### config.mk
export PLATFORM = sky130hd
export DESIGN_NAME = cordic_host_seq
export DESIGN_NICKNAME = d
export VERILOG_FILES = /design/src/rtl/cordic_pkg.sv /design/src/rtl/cordic_itr_cnt.sv /design/src/rtl/cordic_host_seq.sv
export SDC_FILE = /design/constraint.sdc
export NUM_CORES = 1
export LEC_CHECK = 0
export ABC_CLOCK_PERIOD_IN_PS = 2450
export BUFFER_PORTS_ARGS = -buffer_cell sky130_fd_sc_hd__buf_2
export CORE_MARGIN = 1.5
export CORE_UTILIZATION = 46
export DETAILED_ROUTE_END_ITERATION = 8
export PLACE_DENSITY = 0.89
export SYNTH_ARGS = -nofsm -noshare
export SYNTH_HDL_FRONTEND = slang
export SYNTH_SLANG_ARGS = --single-unit
export TNS_END_PERCENT = 5
### constraint.sdc
create_clock -name clk -period 2.45 [get_ports clk]
set_clock_uncertainty 0.2 [all_clocks]
set_input_delay 0.3675 -clock clk [delete_from_list [all_inputs] [get_ports clk]]
set_output_delay 0.3675 -clock clk [all_outputs]
set_load 0.05 [all_outputs]
### src/rtl/cordic_pkg.sv
// Shared definitions for the CORDIC host sequencer, iteration counter and controller.
// Latency: n/a (types and constants only).
// Backpressure: n/a.
package cordic_pkg;

    // Default widths for the iteration counter and the angle/result words.
    localparam int RNDW = 4;
    localparam int DW   = 16;

    // Final iteration index; the controller stops iterating when itr reaches it.
    localparam int ITR_LAST = 15;

    // Host sequencer FSM encodings.
    typedef enum logic [1:0] {
        S_IDLE  = 2'b00,
        S_START = 2'b01,
        S_BUSY  = 2'b10,
        S_DONE  = 2'b11
    } state_t;

endpackage

### src/rtl/cordic_itr_cnt.sv
// Iteration counter driven by the controller's init/ld strobes; feeds itr to controller and datapath.
// Latency: 1 cycle from init/ld sample to updated itr.
// Backpressure: none; follows init/ld every cycle regardless of sequencer state.
module cordic_itr_cnt
    import cordic_pkg::*;
#(
    parameter int rndw = RNDW
) (
    input  logic            clk,
    input  logic            rst_n,
    input  logic            init_in,
    input  logic            ld_in,
    output logic [rndw-1:0] itr
);

    // init restarts the count and beats ld; ld steps it, wrapping at 2^rndw.
    always_ff @(posedge clk) begin
        if (!rst_n) begin
            itr <= '0;
        end else if (init_in) begin
            itr <= '0;
        end else if (ld_in) begin
            itr <= itr + rndw'(1);
        end
    end

endmodule

### src/rtl/cordic_host_seq.sv
// Host sequencer: accepts an angle job, starts the CORDIC controller, returns the result or a timeout.
// Latency: 19 cycles from request acceptance to rsp_valid with the standard controller.
// Backpressure: req_ready only in idle; rsp_* held stable until rsp_ready, one job in flight.
module cordic_host_seq
    import cordic_pkg::*;
#(
    parameter int rndw = RNDW,
    parameter int dw   = DW,
    parameter int tmo  = 32
) (
    input  logic            clk,
    input  logic            rst_n,
    input  logic            req_valid,
    output logic            req_ready,
    input  logic [dw-1:0]   req_angle,
    output logic [dw-1:0]   op_angle,
    output logic            bgn,
    input  logic            init_in,
    input  logic            ld_in,
    input  logic            fin,
    output logic [rndw-1:0] itr,
    input  logic [dw-1:0]   res_x,
    input  logic [dw-1:0]   res_y,
    output logic            rsp_valid,
    input  logic            rsp_ready,
    output logic [dw-1:0]   rsp_x,
    output logic [dw-1:0]   rsp_y,
    output logic            rsp_err
);

    // Watchdog only needs to reach tmo-1, where the timeout fires.
    localparam int              WDW     = $clog2(tmo);
    localparam logic [WDW-1:0]  WD_LAST = WDW'(tmo - 1);
    localparam logic [WDW-1:0]  WD_MAX  = '1;

    state_t         state;
    state_t         state_nxt;
    logic [WDW-1:0] wd;

    // One-cycle strobes from the decode process into the datapath registers.
    logic take_req;
    logic cap_res;
    logic set_tmo;
    logic wd_clr;

    // The iteration counter tracks the controller strobes independently of the FSM.
    cordic_itr_cnt #(
        .rndw (rndw)
    ) u_itr_cnt (
        .clk     (clk),
        .rst_n   (rst_n),
        .init_in (init_in),
        .ld_in   (ld_in),
        .itr     (itr)
    );

    // State register; reset abandons any job in flight without a response.
    always_ff @(posedge clk) begin
        if (!rst_n) begin
            state <= S_IDLE;
        end else begin
            state <= state_nxt;
        end
    end

    // Next-state and handshake decode; every output comes from the registered state.
    always_comb begin
        state_nxt = state;
        req_ready = 1'b0;
        bgn       = 1'b0;
        rsp_valid = 1'b0;
        take_req  = 1'b0;
        cap_res   = 1'b0;
        set_tmo   = 1'b0;
        wd_clr    = 1'b0;
        case (state)
            S_IDLE: begin
                req_ready = 1'b1;
                if (req_valid) begin
                    take_req  = 1'b1;
                    state_nxt = S_START;
                end
            end
            S_START: begin
                // bgn stays up until the controller acknowledges with init.
                bgn = 1'b1;
                if (init_in) begin
                    wd_clr    = 1'b1;
                    state_nxt = S_BUSY;
                end
            end
            S_BUSY: begin
                // A result arriving on the last allowed cycle still counts as success.
                if (fin) begin
                    cap_res   = 1'b1;
                    state_nxt = S_DONE;
                end else if (wd == WD_LAST) begin
                    set_tmo   = 1'b1;
                    state_nxt = S_DONE;
                end
            end
            S_DONE: begin
                // Going back to idle first keeps a new request out of the accept cycle.
                rsp_valid = 1'b1;
                if (rsp_ready) begin
                    state_nxt = S_IDLE;
                end
            end
            default: begin
                state_nxt = S_IDLE;
            end
        endcase
    end

    // Operand latch, watchdog and response capture, all steered by the decode strobes.
    always_ff @(posedge clk) begin
        if (!rst_n) begin
            op_angle <= '0;
            wd       <= '0;
            rsp_x    <= '0;
            rsp_y    <= '0;
            rsp_err  <= 1'b0;
        end else begin
            if (take_req) begin
                op_angle <= req_angle;
            end

            // Watchdog restarts on busy entry and saturates rather than wrapping.
            if (wd_clr) begin
                wd <= '0;
            end else if (state == S_BUSY && wd != WD_MAX) begin
                wd <= wd + WDW'(1);
            end

            // A timeout leaves the previous result words in place; only the error flag moves.
            if (cap_res) begin
                rsp_x   <= res_x;
                rsp_y   <= res_y;
                rsp_err <= 1'b0;
            end else if (set_tmo) begin
                rsp_err <= 1'b1;
            end
        end
    end

endmodule

==> reports/qor.csv <==
metric,value,unit
Layout Utilization,61.6,%
CTS root buf,clkbuf_8,
share of Yosys cell area claimed by the top area cell type,50.1,%
die height,75.2,um
Fmax,502,MHz
Compound-Gate Fraction of Synth Area,16.3,%
ANT cells,0,
arrival time worst endpoint,2.04,ns
Bufs and invs on worst path,0,
Clock power frac,25.3,%
Crit. End Element,register,
Net Switching,1.21,mW
Final Max Slew Viols,0,
DR vias,2152,
GRT Overall Usage,19.7,%
"Area growth, synth to finish",30.5,%
Placed Cells,442,
Iter 0 DRT Violations,102,
flop-to-flop setup slack,0.46,ns
hold path startpoint,req_angle[7],
num rows,26,
TritonCTS clock tree,yes,
"EDFF count, synth",0,
Synth Flop Type,dfxtp_1,
most common library cells after synthesis,"105 x nand2_1, 60 x dfxtp_1, 42 x a21boi_0",
Syn Area/Cell,8.69,um^2
critical path startpoint category,register,
Overall Power,3.00,mW
CP Max Fanout,6,
setup bufs post-CTS,0,
async set-or-reset flop fraction in the synthesized netlist,0,%
DR vias/cell,4.71,
TritonCTS Sinks,60,
worst vdd ir,0.514,mV
Least-Margin Pin Slew,0.613,ns
WP depth,6,
worst hold path depth,3,
TritonCTS Buffers,9,
Initial Util,47.2,%
CP top delay family,simple AND/OR/NAND/NOR gates,
first-pass GRT wire length,8310,um
Hold Crit Class,input pin to register,
CTS resizes,0,
Ports,111,
period utilization,81.3,%
initial antenna violation count,0,
routability cong.,0.773,
mux share of post-synthesis cell area,2.09,%
clk_lat worst skew,0.32,ns
Net Sw Frac,40.4,%
Comb power frac,35.6,%
"slowest stage delay, CP",0.40,ns
Reg-to-Reg Start,wd[0],
LEAKAGE,1.46,nW
"Net count, final",446,
max cap viols,0,
CTS max path bufs,2,
Rel. slew slack,59.1,%
"FF+latch count, synth",60,
DRC,0,
Synth Area in Simple Gates,21.0,%
min cycle time layout,1.99,ns
routed wire length,5380,um
largest net degree at the start of global routing,38,
WL per Instance,11.8,um
Die X,75.2,um
post-synth top area cell,dfxtp_1,
IO buf count,110,
grt total ovfl,0,
RSZ-0062 raised after global routing,no,
WS Path Type,register to register,
antenna-violating nets left,0,
"Req. time, crit path",2.50,ns
Post-Synth Adder-Cell Area,4.18,%
# setup viols final,0,
Post-DP HPWL,3710,um
vias in the first global route,1941,
Synth Instances,276,
status,finished clean,
Min-Delay Endpoint,op_angle[7],
Die ar.,0.00565,mm^2
Syn Nets,339,
final hold violation count,0,
Fin Setup TNS,0,ns
Yosys cell types,25,
"count leader, synth",nand2_1,
core area,0.00507,mm^2
R2R Path End,wd[3],
PD cells,959,mW/mm^2
"Seq/Total Area, Yosys",50.1,%
CP max-delay cell,or3_1,
synth warn,0,
synth top area cells,"dfxtp_1 50%, nand2_1 16%, a21boi_0 13%",
xor-xnor portion of the synthesized cell area,1.83,%
First-pass DRT Iterations,4,
"most used cell, CP",ha_1,
largest family of logic cells by synthesized area,simple AND/OR/NAND/NOR gates,
Max H-tree Level,3,
crit path cell chain,ha_1 > and3_1 > ha_1 > nand2b_1 > or3_1 > a21oi_1,
share of cells above drive strength 1,32.8,%
Seq pwr share,39.1,%
"CTS clk-pin slew, worst paths",0.06,ns
Int Power,1.79,mW
synthesized cell area,0.00240,mm^2
worst r2r path cells,6,
"Hold-fix buffers, CTS",0,
final cell count without fillers,457,
[worst reg2reg max path: cells and delay by family (launching register included)]
| kind | cells | cell delay [ns] |
|---|---|---|
| DFF | 1 | 0.34 |
| and+or+nand+nor | 3 | 0.84 |
| adders and majority gates | 2 | 0.41 |
| AOI/OAI and AO/OA | 1 | 0.14 |
[final cells by class]
type | count | area (um^2)
clock inverters | 2 | 10.0
flip-flops and latches | 60 | 1200
repair buffers | 113 | 573
well taps | 70 | 87.6
clock buffers | 13 | 159
multi-input cells | 197 | 1090
inverters | 2 | 7.51
fillers | 451 | 1950
[through the flow]
| stage | area, um^2 | setup slack [ns] | hold slack, ns |
|---|---|---|---|
| floorplan | 2400 | 0.560 | 0.254 |
| global placement | 2960 | 0.562 | 0.237 |
| detailed placement | 2960 | 0.491 | 0.245 |
| CTS | 3130 | 0.468 | 0.0703 |
| global route | 3130 | 0.350 | 0.0788 |
| finish | 3130 | 0.457 | 0.0825 |
[state kept, by name (all words and copies together), names as in the netlist]
signal,cells
op_angle,16
rsp_err,1
rsp_x,16
rsp_y,16
state,2
u_itr_cnt.itr,4
wd,5
[worst max-delay path by stage]
| stage | slack (ns) | start | to |
|---|---|---|---|
| 2_1_floorplan | 0.56 | state[0] | op_angle[10] |
| 3_3_place_gp | 0.56 | wd[0] | wd[3] |
| 3_5_place_dp | 0.49 | wd[0] | wd[3] |
| 4_1_cts | 0.47 | wd[0] | wd[3] |
| 5_1_grt | 0.35 | wd[0] | wd[3] |
| 6_report | 0.46 | wd[0] | wd[3] |
[kinds of logic (layout without fill, tap and decap cells)]
logic type,count (synthesis),count (layout)
simple gates,126,126
mux,5,5
xor+xnor,5,5
compound gates,53,53
fa+ha+maj,8,8
flops,60,60
buf+inv,19,130
[power groups by stage]
stage	Combinational, mW	Clock [mW]	Sequential [mW]
final	1.07	0.760	1.17
after global routing	1.15	0.836	1.19
after CTS	1.08	0.783	1.17
after detailed placement	1.07	0	1.19
after global placement	1.06	0	1.19
after floorplan	0.497	0	1.55
[cell usage in the layout (no fill, tap or decap)]
master    netlist  layout
buf_2           3     110
nand2_1       105     105
dfxtp_1        60      60
a21boi_0       42      42
clkbuf_8        0      11
nor2_1          9       9
ha_1            8       8
a21boi_1        6       6
nand2b_1        5       5
mux2i_1         5       5
xor2_1          4       4
buf_4           0       3
inv_1           2       2
o21ai_0         2       2
a21oi_1         2       2
clkinv_2        0       2
clkbuf_1        9       2
and3_1          1       1
and2_2          1       1
nand3_1         1       1
or3_1           1       1
nand3b_1        1       1
xnor2_1         1       1
o2111a_1        1       1
and2_1          1       1
nand4_1         1       1
[layer usage]
layer / GRT usage, % / wire (um) / vias up
li1: - / - / 1102
met5: 0 / 0 / -
met3: 6.96 / 444 / 12
met2: 32.3 / 2470 / 92
met1: 22.0 / 2350 / 946
met4: 11.7 / 108 / 0
Power figures use the tool's default switching activity.
